`config.mk`:
```
export PLATFORM = sky130hd
export DESIGN_NAME = led_blink_decoder
export DESIGN_NICKNAME = d
export VERILOG_FILES = /design/src/rtl/led_blink_pkg.sv /design/src/rtl/led_edge_sync.sv /design/src/rtl/led_blink_decoder.sv
export SDC_FILE = /design/constraint.sdc
export NUM_CORES = 1
export LEC_CHECK = 0
export ABC_AREA = 0
export CAP_MARGIN = 15
export CORE_MARGIN = 3
export CORE_UTILIZATION = 50
export DETAILED_ROUTE_END_ITERATION = 8
export HOLD_SLACK_MARGIN = 0.06
export PLACE_DENSITY = 0.79
export SLEW_MARGIN = 20
export SYNTH_ARGS = -nofsm -noshare
export SYNTH_HDL_FRONTEND = slang
export SYNTH_SLANG_ARGS = --single-unit
```
`constraint.sdc`:
```
create_clock -name clk -period 16.5 [get_ports clk]
set_input_delay 3.3 -clock clk [delete_from_list [all_inputs] [get_ports clk]]
set_output_delay 3.3 -clock clk [all_outputs]
set_load 0.02 [all_outputs]
```
`src/rtl/led_blink_pkg.sv`:
```
// Shared definitions for the LED blinker and its receive-side decoder.
// Holds the decoder FSM encoding and the 2-bit rate codes that both ends agree on.
package led_blink_pkg;

    // Decoder FSM states
    typedef enum logic [1:0] {
        ST_IDLE    = 2'd0,  // no edge seen since reset
        ST_MEASURE = 2'd1,  // measuring half-periods, building up a lock
        ST_LOCKED  = 2'd2,  // rate code locked and being tracked
        ST_STUCK   = 2'd3   // line has not toggled for the timeout window
    } dec_state_e;

    // Rate codes, slowest blink first (same decode as the blinker's switches)
    localparam logic [1:0] RATE_SLOW     = 2'b00;
    localparam logic [1:0] RATE_MID_SLOW = 2'b01;
    localparam logic [1:0] RATE_MID_FAST = 2'b10;
    localparam logic [1:0] RATE_FAST     = 2'b11;

    // Width of the consecutive-match counter (lock threshold is 1..7)
    localparam int unsigned LOCK_CNT_W = 3;

    // Lowest-index set bit of a 4-bit hit vector; returns 0 when none is set,
    // so callers must qualify the result with |hits.
    function automatic logic [1:0] lowest_hit(input logic [3:0] hits);
        logic [1:0] code;
        code = RATE_SLOW;
        for (int i = 3; i >= 0; i--) begin
            if (hits[i]) begin
                code = 2'(i);
            end
        end
        return code;
    endfunction

endpackage

```
`src/rtl/led_edge_sync.sv`:
```
// Brings the asynchronous blink line into the clk domain and flags toggles.
// Two synchronizer flops followed by a history flop; an edge is any
// difference between the last two synchronized samples.
module led_edge_sync (
    input  logic clk,
    input  logic reset,      // asynchronous, active-low
    input  logic led_in,
    output logic led_sync,   // synchronized line level
    output logic led_edge    // one-cycle flag on every toggle
);

    logic s1_q, s1_d;
    logic s2_q, s2_d;
    logic s3_q, s3_d;

    // Next-state for the shift chain: each stage copies the one before it
    always_comb begin
        s1_d = led_in;
        s2_d = s1_q;
        s3_d = s2_q;
    end

    // Synchronizer and history registers, cleared asynchronously
    always_ff @(posedge clk or negedge reset) begin
        if (!reset) begin
            s1_q <= 1'b0;
            s2_q <= 1'b0;
            s3_q <= 1'b0;
        end else begin
            s1_q <= s1_d;
            s2_q <= s2_d;
            s3_q <= s3_d;
        end
    end

    assign led_sync = s2_q;
    assign led_edge = s2_q ^ s3_q;

endmodule

```
`src/rtl/led_blink_decoder.sv`:
```
// Receive-side decoder for the LED blinker: measures the half-period between
// toggles of the sampled line, classifies it against four expected
// half-periods and reports a locked 2-bit rate code. A line that stops
// toggling for TIMEOUT cycles is reported as stuck together with its level.
module led_blink_decoder
    import led_blink_pkg::*;
#(
    parameter int unsigned CNT_W   = 27,
    parameter int unsigned HALF_P0 = 50000000,
    parameter int unsigned HALF_P1 = 25000000,
    parameter int unsigned HALF_P2 = 12500000,
    parameter int unsigned HALF_P3 = 6250000,
    parameter int unsigned TOL     = 1000,
    parameter int unsigned LOCK_N  = 2,
    parameter int unsigned TIMEOUT = 100000000
) (
    input  logic             clk,
    input  logic             reset,        // asynchronous, active-low
    input  logic             led_in,       // asynchronous blink line
    output logic [1:0]       rate,
    output logic             rate_valid,
    output logic             lock_pulse,
    output logic [CNT_W-1:0] period,
    output logic             stuck,
    output logic             stuck_level
);

    // Classification runs one bit wider than the counter so |m - P| never wraps
    localparam logic [CNT_W:0]       TOL_X      = (CNT_W + 1)'(TOL);
    localparam logic [CNT_W-1:0]     TIMEOUT_C  = CNT_W'(TIMEOUT);
    localparam logic [CNT_W-1:0]     CNT_MAX    = {CNT_W{1'b1}};
    localparam logic [LOCK_CNT_W-1:0] LOCK_N_C  = LOCK_CNT_W'(LOCK_N);
    localparam logic [LOCK_CNT_W-1:0] LOCK_MAX  = {LOCK_CNT_W{1'b1}};

    genvar gi;

    // ------------------------------------------------------------------
    // Line synchronizer and edge detect
    // ------------------------------------------------------------------
    logic led_sync;
    logic led_edge;

    led_edge_sync u_sync (
        .clk      (clk),
        .reset    (reset),
        .led_in   (led_in),
        .led_sync (led_sync),
        .led_edge (led_edge)
    );

    // ------------------------------------------------------------------
    // State and output registers
    // ------------------------------------------------------------------
    dec_state_e            state_q, state_d;
    logic [CNT_W-1:0]      cnt_q, cnt_d;
    logic [1:0]            cand_q, cand_d;
    logic [LOCK_CNT_W-1:0] lock_cnt_q, lock_cnt_d;
    logic [1:0]            rate_q, rate_d;
    logic                  rate_valid_q, rate_valid_d;
    logic                  lock_pulse_q, lock_pulse_d;
    logic [CNT_W-1:0]      period_q, period_d;
    logic                  stuck_q, stuck_d;
    logic                  stuck_level_q, stuck_level_d;

    // ------------------------------------------------------------------
    // Classifier: the measurement is cnt_q in the cycle an edge is flagged
    // ------------------------------------------------------------------
    logic [CNT_W:0] meas_ext;
    logic [3:0]     hit;
    logic           meas_any;
    logic [1:0]     meas_code;

    assign meas_ext = {1'b0, cnt_q};

    for (gi = 0; gi < 4; gi++) begin : g_cls
        localparam int unsigned HP_I = (gi == 0) ? HALF_P0 :
                                       (gi == 1) ? HALF_P1 :
                                       (gi == 2) ? HALF_P2 : HALF_P3;
        localparam logic [CNT_W:0] HP = (CNT_W + 1)'(HP_I);
        logic [CNT_W:0] diff;

        assign diff   = (meas_ext >= HP) ? (meas_ext - HP) : (HP - meas_ext);
        assign hit[gi] = (diff <= TOL_X);
    end

    // Overlapping windows resolve to the lowest code
    assign meas_any  = |hit;
    assign meas_code = lowest_hit(hit);

    // ------------------------------------------------------------------
    // Next-state: half-period counter, lock tracking, stuck detection
    // ------------------------------------------------------------------
    always_comb begin
        logic [LOCK_CNT_W-1:0] lc_new;
        logic                  go_stuck;

        state_d       = state_q;
        cnt_d         = cnt_q;
        cand_d        = cand_q;
        lock_cnt_d    = lock_cnt_q;
        rate_d        = rate_q;
        rate_valid_d  = rate_valid_q;
        lock_pulse_d  = 1'b0;
        period_d      = period_q;
        stuck_d       = stuck_q;
        stuck_level_d = stuck_level_q;
        lc_new        = lock_cnt_q;
        go_stuck      = 1'b0;

        // Counter restarts at 1 on each edge, idles at 0, saturates otherwise
        if (led_edge) begin
            cnt_d = CNT_W'(1);
        end else if (state_q == ST_IDLE) begin
            cnt_d = '0;
        end else if (cnt_q != CNT_MAX) begin
            cnt_d = cnt_q + CNT_W'(1);
        end

        case (state_q)
            ST_IDLE: begin
                // First edge only starts the counter; there is nothing to measure yet
                if (led_edge) begin
                    state_d = ST_MEASURE;
                end
            end

            ST_MEASURE: begin
                if (led_edge) begin
                    period_d = cnt_q;
                    if (meas_any) begin
                        if (meas_code == cand_q) begin
                            lc_new = (lock_cnt_q == LOCK_MAX) ? LOCK_MAX
                                                              : lock_cnt_q + LOCK_CNT_W'(1);
                        end else begin
                            lc_new = LOCK_CNT_W'(1);
                            cand_d = meas_code;
                        end
                        lock_cnt_d = lc_new;
                        if (lc_new >= LOCK_N_C) begin
                            rate_d       = cand_d;
                            rate_valid_d = 1'b1;
                            lock_pulse_d = 1'b1;
                            state_d      = ST_LOCKED;
                        end
                    end else begin
                        lock_cnt_d = '0;
                    end
                end else if (cnt_q == TIMEOUT_C) begin
                    go_stuck = 1'b1;
                end
            end

            ST_LOCKED: begin
                if (led_edge) begin
                    period_d = cnt_q;
                    if (meas_any && (meas_code == cand_q)) begin
                        state_d = ST_LOCKED;
                    end else if (meas_any) begin
                        // Rate changed: restart the lock with the new code as candidate
                        rate_valid_d = 1'b0;
                        cand_d       = meas_code;
                        lock_cnt_d   = LOCK_CNT_W'(1);
                        state_d      = ST_MEASURE;
                    end else begin
                        rate_valid_d = 1'b0;
                        lock_cnt_d   = '0;
                        state_d      = ST_MEASURE;
                    end
                end else if (cnt_q == TIMEOUT_C) begin
                    go_stuck = 1'b1;
                end
            end

            ST_STUCK: begin
                // Track the line level; the edge that ends stuck is not measured
                stuck_level_d = led_sync;
                if (led_edge) begin
                    stuck_d       = 1'b0;
                    stuck_level_d = 1'b0;
                    state_d       = ST_MEASURE;
                end
            end

            default: begin
                state_d = ST_IDLE;
            end
        endcase

        if (go_stuck) begin
            state_d       = ST_STUCK;
            stuck_d       = 1'b1;
            rate_valid_d  = 1'b0;
            lock_cnt_d    = '0;
            stuck_level_d = led_sync;
        end
    end

    // Register update; reset clears everything without waiting for clk
    always_ff @(posedge clk or negedge reset) begin
        if (!reset) begin
            state_q       <= ST_IDLE;
            cnt_q         <= '0;
            cand_q        <= RATE_SLOW;
            lock_cnt_q    <= '0;
            rate_q        <= RATE_SLOW;
            rate_valid_q  <= 1'b0;
            lock_pulse_q  <= 1'b0;
            period_q      <= '0;
            stuck_q       <= 1'b0;
            stuck_level_q <= 1'b0;
        end else begin
            state_q       <= state_d;
            cnt_q         <= cnt_d;
            cand_q        <= cand_d;
            lock_cnt_q    <= lock_cnt_d;
            rate_q        <= rate_d;
            rate_valid_q  <= rate_valid_d;
            lock_pulse_q  <= lock_pulse_d;
            period_q      <= period_d;
            stuck_q       <= stuck_d;
            stuck_level_q <= stuck_level_d;
        end
    end

    assign rate        = rate_q;
    assign rate_valid  = rate_valid_q;
    assign lock_pulse  = lock_pulse_q;
    assign period      = period_q;
    assign stuck       = stuck_q;
    assign stuck_level = stuck_level_q;

endmodule
```
# ---- Word level (Yosys, flattened, before mapping)
# Index checks and enable logic that the tools add are counted.
dict set report totals {
  output_inout_bits 33
  inputBits 3
  wordCells 126
  regBits 70
}
dict set report classes {
  magnitude_cmp 9
  muxes 58
  n_bitwise 1
  n_eq_ne 18
  addsub 10
  n_reduce_logical 17
}
# op n
set op_table {}
lappend op_table {{28-bit by 10-bit less-or-equal comparator with 1-bit output, second input constant} 4}
lappend op_table {{28-bit 2-to-1 mux} 4}
lappend op_table {{27-bit 2-to-1 mux} 3}
lappend op_table {{2-bit 2-to-1 mux} 17}
lappend op_table {{3-bit 2-to-1 mux} 10}
lappend op_table {{23-bit by 27-bit subtractor with 28-bit output, first input constant} 1}
lappend op_table {{24-bit by 27-bit subtractor with 28-bit output, first input constant} 1}
lappend op_table {{25-bit by 27-bit subtractor with 28-bit output, first input constant} 1}
lappend op_table {{26-bit by 27-bit subtractor with 28-bit output, first input constant} 1}
lappend op_table {{27-bit by 23-bit subtractor with 28-bit output, second input constant} 1}
lappend op_table {{27-bit by 24-bit subtractor with 28-bit output, second input constant} 1}
lappend op_table {{27-bit by 25-bit subtractor with 28-bit output, second input constant} 1}
lappend op_table {{27-bit by 26-bit subtractor with 28-bit output, second input constant} 1}
lappend op_table {{27-bit by 1-bit adder with 27-bit output, second input constant} 1}
lappend op_table {{27-bit equality test, second input constant} 1}
lappend op_table {{27-bit by 23-bit >= comparator with 1-bit output, second input constant} 1}
lappend op_table {{27-bit by 24-bit >= comparator with 1-bit output, second input constant} 1}
lappend op_table {{27-bit by 25-bit >= comparator with 1-bit output, second input constant} 1}
lappend op_table {{27-bit by 26-bit >= comparator with 1-bit output, second input constant} 1}
lappend op_table {{27-bit != test, second input constant} 1}
lappend op_table {{1-bit 2-to-1 mux} 20}
lappend op_table {{3-bit != test, second input constant} 5}
lappend op_table {{6-bit AND reduction} 2}
lappend op_table {{2-bit != test, second input constant} 5}
lappend op_table {{other kinds (21)} 28}

# ---- Depth between registers and ports, before layout
# Gate-level depths: netlist (run 1).
dict set report depth {
  depth_word 18
  ltp_mapped 19
  depth_no_buf 14
}

# ---- Cells and area by module
# A second synthesis (run 1) with hierarchy kept.
dict set report unflattened {
  cells_unflattened 1216
  hier_area_um2 9112.5
}
# module seq_area_each_um2 n_inst area_each_um2 cells_each
set by_module_without_submodules {}
lappend by_module_without_submodules {led_blink_decoder 1676.6 1 9028.7 1212}
lappend by_module_without_submodules {led_edge_sync 75.1 1 83.8 4}

# ---- Least setup slack after synthesis (run 1)
# Ideal clock, no wire load.
dict set report synth_path {
  kind {register to register}
  startpoint {reg cnt_q[6]}
  endpoint {reg rate_q[1] (netlist: rate[1])}
  arrival_ns 5.214
  synth_period_minus_slack_ns 5.339
  stages_incl_launch_ff 20
  path_buffers 5
  setup_ns 0.125
  required_ns 16.375
  slack_ns 11.161
  cell_sequence {dfrtp_1 > clkbuf_1 > inv_1 > clkbuf_1 > ha_1 > or4b_1 > clkbuf_1 > a21boi_1 > or2_2 > nor2_1 > or4_1 > a21o_1 > or4_1 > or4_1 > and2_4 > buf_6 > a221oi_4 > and4b_1 > buf_4 > mux2_4}
}
dict set report synth_via {
  elab_chain_len 14
  elab_cells_between_ends 33
  cone_classes {add/sub (8); order compare (9); eq/ne (1); mux (13); reduce/logical (2)}
}
# item line
set synth_rtl {}
lappend synth_rtl {{start: declaration} led_blink_decoder.sv:55} ;# logic [CNT_W-1:0] cnt_q, cnt_d;
lappend synth_rtl {{start signal: assignment} led_blink_decoder.sv:213} ;# cnt_q <= cnt_d;
lappend synth_rtl {{23-bit by 27-bit subtractor with 28-bit output, or another cell as far along} led_blink_decoder.sv:82} ;# assign diff = (meas_ext >= HP) ? (meas_ext - HP) : (HP - meas_ext);
lappend synth_rtl {{28-bit 2-to-1 mux} led_blink_decoder.sv:82}
lappend synth_rtl {{28-bit by 10-bit less-or-equal comparator with 1-bit output} led_blink_decoder.sv:83} ;# assign hit[gi] = (diff <= TOL_X);
lappend synth_rtl {{2-bit 2-to-1 mux (4 in a row)} led_blink_pkg.sv:28} ;# if (hits[i]) begin
lappend synth_rtl {{2-bit equality test} led_blink_decoder.sv:131} ;# if (meas_code == cand_q) begin
lappend synth_rtl {{3-bit 2-to-1 mux} led_blink_decoder.sv:131}
lappend synth_rtl {{3-bit 2-to-1 mux} led_blink_decoder.sv:130} ;# if (meas_any) begin
lappend synth_rtl {{3-bit 2-to-1 mux} led_blink_decoder.sv:128} ;# if (led_edge) begin
lappend synth_rtl {{3-bit 2-to-1 mux} led_blink_decoder.sv:119} ;# case (state_q)
lappend synth_rtl {{3-bit by 2-bit >= comparator with 1-bit output} led_blink_decoder.sv:139} ;# if (lc_new >= LOCK_N_C) begin
lappend synth_rtl {{4-bit AND reduction (no source line)} n/a}
lappend synth_rtl {{end signal: assignment} led_blink_decoder.sv:216} ;# rate_q <= rate_d;
lappend synth_rtl {{end: declaration} led_blink_decoder.sv:58} ;# logic [1:0] rate_q, rate_d;
# Parallel ways exist; a longest one is shown, timed or not. The select of a mux whose other input is x is not followed.
# A chain may end at the register's enable or synchronous reset.

# ---- Worst setup path after layout (run 1)
dict set report layout_path {
  startpoint {reg cnt_q[7]}
  endpoint {reg rate_q[1] (netlist: rate[1])}
}
# The elaborated chain is that of the path after synthesis.

==> results of run 1 <==
-- metal layers --
metal	track usage	up-vias
met1	0.480	4476
met2	0.528	751
met3	0.101	164
li1	-	4162
met4	0.196	0
met5	0	-
-- cells by family after synthesis --
| logic type | Yosys count | synth area share |
|---|---|---|
| buffers and inverters | 134 | 0.0647 |
| flip-flops | 70 | 0.213 |
| AO/OA/AOI/OAI | 349 | 0.283 |
| adder cells (fa/ha/maj) | 28 | 0.0426 |
| AND/OR/NAND/NOR | 484 | 0.308 |
| multiplexers | 17 | 0.0227 |
| XOR/XNOR | 62 | 0.0661 |
-- layout make-up --
cell class                 instances  area, um^2
clock buffer                      10         229
clock inverter                     6        95.1
fill                            1568        7100
inverter                          31         116
multi-input combinational        940        5940
sequential                        70        1750
tap                              216         270
timing repair buffer              56         505
-- metrics by stage --
step           total power [W]  std cells
6_report              0.000554       1329
5_1_grt               0.000584       1329
4_1_cts               0.000556       1329
3_5_place_dp          0.000341       1313
3_3_place_gp          0.000338       1313
2_1_floorplan         0.000298       1144
-- final timing paths --
path,slack [ps],from,endpoint,cells past startpoint
max in group asynchronous,12830,reset,period[21]$_DFFE_PN0P_,1
min reg2reg,360,u_sync.s1_q$_DFF_PN0_,u_sync.led_sync$_DFF_PN0_,0
max,10270,cnt_q[7]$_DFFE_PN0P_,rate[1]$_DFFE_PN0P_,14
min,360,u_sync.s1_q$_DFF_PN0_,u_sync.led_sync$_DFF_PN0_,0
max reg2reg,10270,cnt_q[7]$_DFFE_PN0P_,rate[1]$_DFFE_PN0P_,14
min in group asynchronous,3070,reset,cnt_q[12]$_DFFE_PN0P_,1
-- state kept, by name, summed over array words and instances (netlist names), 2 cells and up --
name / count
state_q: 2
rate: 2
cnt_q: 27
cand_q: 2
lock_cnt_q: 3
period: 27
-- power breakdown --
| group | switching (W) | internal (W) |
|---|---|---|
| registers | 0.0000137 | 0.000181 |
| clock network | 0.0000803 | 0.000134 |
| logic | 0.0000936 | 0.0000515 |
| total | 0.000188 | 0.000366 |
-- synth_stat cells, drive strengths merged (10+ instances only) --
cell / count
a211oi: 15
a21o: 11
a21oi: 85
a31oi: 16
and3: 19
buf: 20
clkbuf: 83
dfrtp: 70
ha: 28
inv: 27
mux2: 10
nand2: 120
nand2b: 18
nand3: 45
nand4: 25
nor2: 105
nor2b: 11
nor3: 36
nor4: 20
o211ai: 10
o21ai: 88
or3: 16
or4: 11
xnor2: 53
==> results.cfg, run 1 <==
[placement]
preCtsSetupSlack_ps = 10450
placement.cell_area_um2 = 8580
io_buffer_count = 35
dp.final_hpwl_mm = 23.1
place_congestion = 1.12

[detailed_routing]
drt-vias-per-instance = 7.19
wl_per_cell_um = 24.7
detail-route-antenna-nets = 0
routed.top_layer = met4
drt_drc_violations_left = 0
wl_met2_mm = 13.8
total_wire_length_mm = 32.9
met3_wirelength_from_detailed_routing_mm = 4.36
wirelength_met1_mm = 12.7
routed-via-count = 9553
drt-pass1-iter-count = 8
dr.first_iter.drc_count = 1333

[global_routing]
grt-ovfl-total = 0
groute.usage.overall = 0.360
grt_antenna_before_repair = 0
grt_pass1_wl_mm = 50.8
via_count_of_the_first_global_routing_pass = 8791
largest_net_degree_at_the_start_of_global_routing = 71

[pwr]
peakVddDrop_mv = 0.101
power_per_cell_area_nw_per_um2 = 62.2
p_leak_nw = 3.23

[clock_tree]
cts_tree = done
deepest_clock_path_buffer_count = 2
post-cts-setup-buffers = 0
cts_made_buffers = 9
clk_pin_slew_ps = 60
ctsRootBufferMaster = clkbuf_16
clock_sink_count = 70
holdBufCountCts = 0
post_cts_resized = 0
worstSkewPairLatency_ps = 350
h-tree-depth = 3

[sta]
grt_setup_unrepaired = false
tightest_slew_ps = 974
fin_setup_tns_ps = 0
maxSlewHeadroom = 0.342
finalHoldViolCount = 0
fraction_of_the_cycle_the_final_worst_path_needs = 0.377
clock_skew_ps = 7.95
final.hold.worst_slack_ps = 355
setup_slack_ps = 10270
final_max_slew_violation_count = 0
max_freq_mhz = 161
number_of_endpoints_failing_setup_at_the_final_stage = 0
timing.final.crit_period_ps = 6230

[synthesis]
synth-seq-area-share = 0.213
yosys_top_cell_by_area = dfrtp_1
synth_warnings = 0
synth_edf_count = 0
synth_area_per_cell_um2 = 7.19
netlist.area_leader.share = 0.213
synth.top_cells.by_area = dfrtp_1, xnor2_1, nand2_1, a21oi_1, o21ai_0
synth_seq_cells = 70
asyncSetResetFlopFracSynth = 1.00
mappedNetlistArea_um2 = 8220
post_synth_num_cell_types = 88
mappedNetlistNets = 1175
yosys_most_used_dff = dfrtp_1
netlist_instances = 1144

[die]
total_die_area_um2 = 18000
starting_density_of_the_core = 0.514
io-pin-count = 36
placement_rows = 46
die_width_um = 134
core_area_um2 = 16000
die_h_um = 134

[final_layout]
mostFrequentLayoutCells = nand2_1, nor2_1, a21oi_1, o21ai_0, dfrtp_1
insertedDiodeCount = 0
finish.utilization = 0.557
layout.cell_area.non_filler_um2 = 8900
layout_cells_sized_above_1 = 0.0629
finish.net_count = 1139
syn2layout_area_growth_pct = 8.33
layout_commonest_cell = nand2_1

[critical_path]
crit_path_max_incr_delay_ps = 640
start_kind = flip-flop
timing.critical_path.required_ps = 16740
timing.critical_path.cells = inv_1 > ha_1 > or4b_1 > a21boi_1 > or2_2 > nor2_1 > or4_1 > a21o_1 > or4_1 > or4_1 > and2_4 > a221oi_4 > and4b_1 > mux2_4
worstPathBufferInverterCount = 1
path_class = flip-flop to flip-flop
setup.worst_path.end_class = flip-flop
crit_path_top_delay_cell = ha_1
timing.critical_path.mode_cell = or4_1
crit_family = simple AND/OR/NAND/NOR gates
worst-path-max-fanout = 18
wp_data_arrival_ps = 6460

[worst_hold_path]
worstHoldPathType = flip-flop to flip-flop

[flow_run]
cap_viol_max_count = 0

[run_status]
status = complete, no violations
Power figures use the tool's default switching activity.
==> run 2: changes to the inputs <==
--- a/config.mk
+++ b/config.mk
@@ -11,7 +11,7 @@
 export CORE_UTILIZATION = 50
 export DETAILED_ROUTE_END_ITERATION = 8
 export HOLD_SLACK_MARGIN = 0.06
-export PLACE_DENSITY = 0.79
+export PLACE_DENSITY = 0.81
 export SLEW_MARGIN = 20
 export SYNTH_ARGS = -nofsm -noshare
 export SYNTH_HDL_FRONTEND = slang
==> constraint.sdc (replaced) <==
create_clock -name clk -period 5.6 [get_ports clk]
set_input_delay 1.12 -clock clk [delete_from_list [all_inputs] [get_ports clk]]
set_output_delay 1.12 -clock clk [all_outputs]
set_load 0.02 [all_outputs]
==> run 2 against run 1 <==
Effect of this change: final cell count grew 3.3%; die area is the same; clock power grew to 2.9 times the previous value.
==> results.cfg, run 2 (synthesis gave the netlist of run 1 again) <==
[run_status]
status = complete, no violations

[global_routing]
largest_net_degree_at_the_start_of_global_routing = 71
groute.usage.overall = 0.373
grt_pass1_wl_mm = 52.5
grt-ovfl-total = 0
grt_antenna_before_repair = 1
via_count_of_the_first_global_routing_pass = 9081

[final_layout]
mostFrequentLayoutCells = nand2_1, nor2_1, a21oi_1, o21ai_0, dfrtp_1
non_filler_cells_final = 1373
layout_cells_sized_above_1 = 0.0977
syn2layout_area_growth_pct = 12.3
fillers = 1587
multi_input_comb_area_um2 = 5940
area.sequential_um2 = 1750
layout.cell_area.non_filler_um2 = 9230
finish.utilization = 0.577
finish.net_count = 1183
layout_commonest_cell = nand2_1
insertedDiodeCount = 0

[sta]
final_max_slew_violation_count = 0
fraction_of_the_cycle_the_final_worst_path_needs = 0.936
finalHoldViolCount = 0
number_of_endpoints_failing_setup_at_the_final_stage = 0
setup_slack_ps = 360
fin_setup_tns_ps = 0
clock_skew_ps = 6.56
max_freq_mhz = 191
timing.final.crit_period_ps = 5240
grt_setup_unrepaired = false
tightest_slew_ps = 929
maxSlewHeadroom = 0.381

[flow_run]
cap_viol_max_count = 0

[detailed_routing]
routed-via-count = 9707
wl_per_cell_um = 24.7
drt_drc_violations_left = 0
dr.first_iter.drc_count = 1751
drt-vias-per-instance = 7.07
total_wire_length_mm = 34.0
drt-pass1-iter-count = 6
detail-route-antenna-nets = 0

[clock_tree]
deepest_clock_path_buffer_count = 2
cts_tree = done
worstSkewPairLatency_ps = 350
post_cts_resized = 0
clock_sink_count = 70
ctsRootBufferMaster = clkbuf_16
holdBufCountCts = 0
clk_pin_slew_ps = 60
cts_made_buffers = 9
h-tree-depth = 3
post-cts-setup-buffers = 0

[critical_path]
start_kind = flip-flop
timing.critical_path.required_ps = 5830
crit_path_top_delay_cell = or4_1
crit_family = simple AND/OR/NAND/NOR gates
setup.worst_path.end_class = flip-flop
crit_path_max_incr_delay_ps = 560
worst-path-max-fanout = 12
path_class = flip-flop to flip-flop
worstPathBufferInverterCount = 1
wp_data_arrival_ps = 5470
timing.critical_path.mode_cell = or4_1
timing.critical_path.cells = inv_1 > ha_1 > nand4bb_4 > a41o_1 > o31ai_4 > nor2_4 > or4_1 > a21o_1 > or4_1 > or4_1 > and2_4 > a221oi_4 > and4b_1 > mux2_4

[placement]
dp.final_hpwl_mm = 25.1
placement.cell_area_um2 = 8910
io_buffer_count = 35
preCtsSetupSlack_ps = 455
dp.cells = 1357
place_congestion = 1.08

[die]
placement_rows = 46
starting_density_of_the_core = 0.514
core_area_um2 = 16000
io-pin-count = 36
total_die_area_um2 = 18000
die_width_um = 134
die_h_um = 134

[pwr]
p_seq_frac = 0.342
switching_share_of_total_power = 0.344
peakVddDrop_mv = 0.375
p_sw_w = 0.000569
pwr-share-comb = 0.279
p_leak_nw = 3.44
internal_power_w = 0.00108
share_clk_of_total_power = 0.379
power_per_cell_area_nw_per_um2 = 179

[worst_hold_path]
worstHoldPathType = flip-flop to flip-flop
[run 2: changes by cell type in the layout (fill, tap and decap cells not counted), sizes merged]
cell      before  now
buf           22   66
clkbuf        10   11
clkinv         7    5
clkinvlp       0    2
inv           28   27
[run 2: layout make-up]
cell class	instances	share of cell area
clock buffers	11	0.0252
clock inverters	5	0.00908
well taps	216	0.0293
multi-input cells	940	0.643
flip-flops and latches	70	0.190
repair buffers	100	0.0906
inverters	31	0.0126
[run 2: layer usage]
metal,global-route usage,part of all wire,vias to the layer above
met2,0.562,0.43,738
met1,0.501,0.39,4537
li1,-,-,4270
met3,0.0743,0.12,162
met4,0.209,0.060,0
met5,0,0,-
[run 2: worst paths after layout]
| path | startpoint | to | slack [ps] | cells past startpoint |
|---|---|---|---|---|
| worst min register to register | u_sync.s1_q$_DFF_PN0_ | u_sync.led_sync$_DFF_PN0_ | 350 | 0 |
| worst max-delay path | cnt_q[1]$_DFFE_PN0P_ | rate[1]$_DFFE_PN0P_ | 360 | 14 |
| worst max register to register | cnt_q[1]$_DFFE_PN0P_ | rate[1]$_DFFE_PN0P_ | 360 | 14 |
| min in group asynchronous | reset | period[6]$_DFFE_PN0P_ | 900 | 1 |
| max in group asynchronous | reset | cnt_q[26]$_DFFE_PN0P_ | 4080 | 1 |
| worst min-delay path | u_sync.s1_q$_DFF_PN0_ | u_sync.led_sync$_DFF_PN0_ | 350 | 0 |
[run 2: stage by stage]
| stage | hold WS (ps) | power [W] |
|---|---|---|
| 6_report | 354 | 0.00165 |
| 5_1_grt | 367 | 0.00173 |
| 4_1_cts | 360 | 0.00165 |
| 3_5_place_dp | 339 | 0.00102 |
| 3_3_place_gp | 347 | 0.00101 |
| 2_1_floorplan | 331 | 0.000879 |
[run 2: power by group through the flow]
stage / clock network [W] / logic [W] / registers, W
2_1_floorplan: 0 / 0.000307 / 0.000572
3_3_place_gp: 0 / 0.000444 / 0.000570
3_5_place_dp: 0 / 0.000447 / 0.000572
4_1_cts: 0.000636 / 0.000452 / 0.000564
5_1_grt: 0.000655 / 0.000502 / 0.000569
6_report: 0.000626 / 0.000461 / 0.000565
==> run 3: changes to the inputs <==
--- a/config.mk
+++ b/config.mk
@@ -16,3 +16,4 @@
 export SYNTH_ARGS = -nofsm -noshare
 export SYNTH_HDL_FRONTEND = slang
 export SYNTH_SLANG_ARGS = --single-unit
+export TNS_END_PERCENT = 20
==> results of run 3 <==
Final layout, timing and power as in run 2 (identical DEF).
==> variant (flow settings as in run 2) <==
The package constant `LOCK_CNT_W` goes from 3 to 5.
--- a/src/rtl/led_blink_pkg.sv
+++ b/src/rtl/led_blink_pkg.sv
@@ -17,7 +17,7 @@
     localparam logic [1:0] RATE_FAST     = 2'b11;
 
     // Width of the consecutive-match counter (lock threshold is 1..7)
-    localparam int unsigned LOCK_CNT_W = 3;
+    localparam int unsigned LOCK_CNT_W = 5;
 
     // Lowest-index set bit of a 4-bit hit vector; returns 0 when none is set,
     // so callers must qualify the result with |hits.
Check against the original RTL: no difference found for any inputs over 10 cycles, from zero or initial values and one cycle with reset low; that may be too few to reach the edited logic, so the function may still have changed.
==> variant against run 2 <==
- maximum frequency is 0.23% lower
- routed wire length is 10% higher
- sequential cell count is 2 higher
- critical endpoint is now cand_q[0]
- worst setup slack worse by 0.012 ns
- sequential share of layout area is 0.87 points lower
- via count is 8.2% higher
- non-clock buffer count is 22 higher
- clock power is 6.7% lower
- design area is 7.8% higher
- area after synthesis is 7.2% higher
- power is 3.8% higher
- largest cell class unchanged
- die area is 6.9% higher
- sequential power is 6.7% higher
==> variant: results (changes against run 2) <==
metric;value;unit;change
DP Wirelength;27800;µm;+11%
sequential area share after synthesis;20.4;%;-0.86 points
drt pass-1 iters;7;;+1
Synth area leaders;dfrtp_1, xnor2_1, o21ai_0;;
Post-DP Area;9680;µm²;+8.6%
Distinct cells, synth;90;;+2.3%
Mapped Nets;1208;;+2.8%
Crit path max-delay family;compound AO/OA/AOI/OAI gates;;
initial DRC count;1730;;-1.2%
Final Skew;0.0219;ns;+0.0153 ns
wire length per cell;26.2;µm;+5.9%
GPL Wtd Cong;1.09;;+0.79%
layout cell share with drive strength beyond 1;12.8;%;+3.0 points
path depth of the worst reg2reg path;17;;+3
outcome;finished, final reports clean;;
Leak;3.73;nW;+8.4%
first-pass GRT wire length;57500;µm;+9.6%
DR vias;10500;;+8.2%
crit-path max cell delay;0.52;ns;-0.04 ns
most common library cells after synthesis;nand2_1, nor2_1, o21ai_0;;
worst rel slew slack;25.5;%;-13 points
fillcell total;1622;;+2.2%
Worst R2R End;cand_q[0];;
M1 GR Usage;50.4;%;+0.31 points
clk_lat worst skew;0.37;ns;+0.02 ns
crit path time final;5.25;ns;+0.0123 ns
critical path's slowest cell;dfrtp_1;;
Setup crit start;cnt_q[6];;
initial antenna violation count;0;;-1
met2 usage;53.9;%;-2.3 points
Post-Place Setup Slack;0.539;ns;+0.0843 ns
met3 wire len;5110;µm;+24%
## variant: cell types whose count changed in the layout (fill, tap and decap cells not counted), moves of 7 or more
| cell | before | now |
|---|---|---|
| a21oi_1 | 85 | 75 |
| a41oi_1 | 3 | 10 |
| buf_4 | 66 | 87 |
| nand2_1 | 120 | 96 |
| nand3_1 | 45 | 30 |
| nor2_1 | 104 | 90 |
| o211ai_1 | 10 | 22 |
| xnor2_1 | 53 | 65 |
## variant: final cells by class
type / instances / share of cell area (%)
multi-input combinational: 969 / 65.0
sequential: 72 / 18.1
timing repair buffer: 122 / 10.2
tap: 220 / 2.77
clock buffer: 10 / 2.30
inverter: 33 / 1.25
clock inverter: 6 / 0.428
## variant: metrics by stage
step,hold WS [ns],util (%),instances
final,0.352,58.7,1432
after global routing,0.357,58.7,1432
after CTS,0.354,58.7,1432
after detailed placement,0.340,57.1,1416
after global placement,0.335,57.1,1416
after floorplan,0.331,-,1177
## variant: kinds of logic after synthesis
logic type               after synthesis  synth area share (%)
multiplexers                          23                  2.95
flip-flops                            72                  20.4
AO/OA/AOI/OAI                        384                  30.2
AND/OR/NAND/NOR                      458                  28.6
XOR/XNOR                              76                  7.55
adder cells (fa/ha/maj)               28                  3.98
buffers and inverters                136                  6.28
## variant: worst min path at each step
stage                            endpoint  slack, ns  depth (start not counted)
final                     u_sync.led_sync       0.35                          0
after global routing      u_sync.led_sync       0.36                          0
after CTS                 u_sync.led_sync       0.35                          0
after detailed placement  u_sync.led_sync       0.34                          0
after global placement    u_sync.led_sync       0.33                          0
after floorplan           u_sync.led_sync       0.33                          0
## variant: report_power, final
part	switching, mW	internal, mW	total (mW)	leakage (nW)
clock	0.281	0.303	0.584	0.129
combinational	0.341	0.186	0.527	2.62
sequential	0.0455	0.558	0.603	0.981
total	0.668	1.05	1.71	3.73
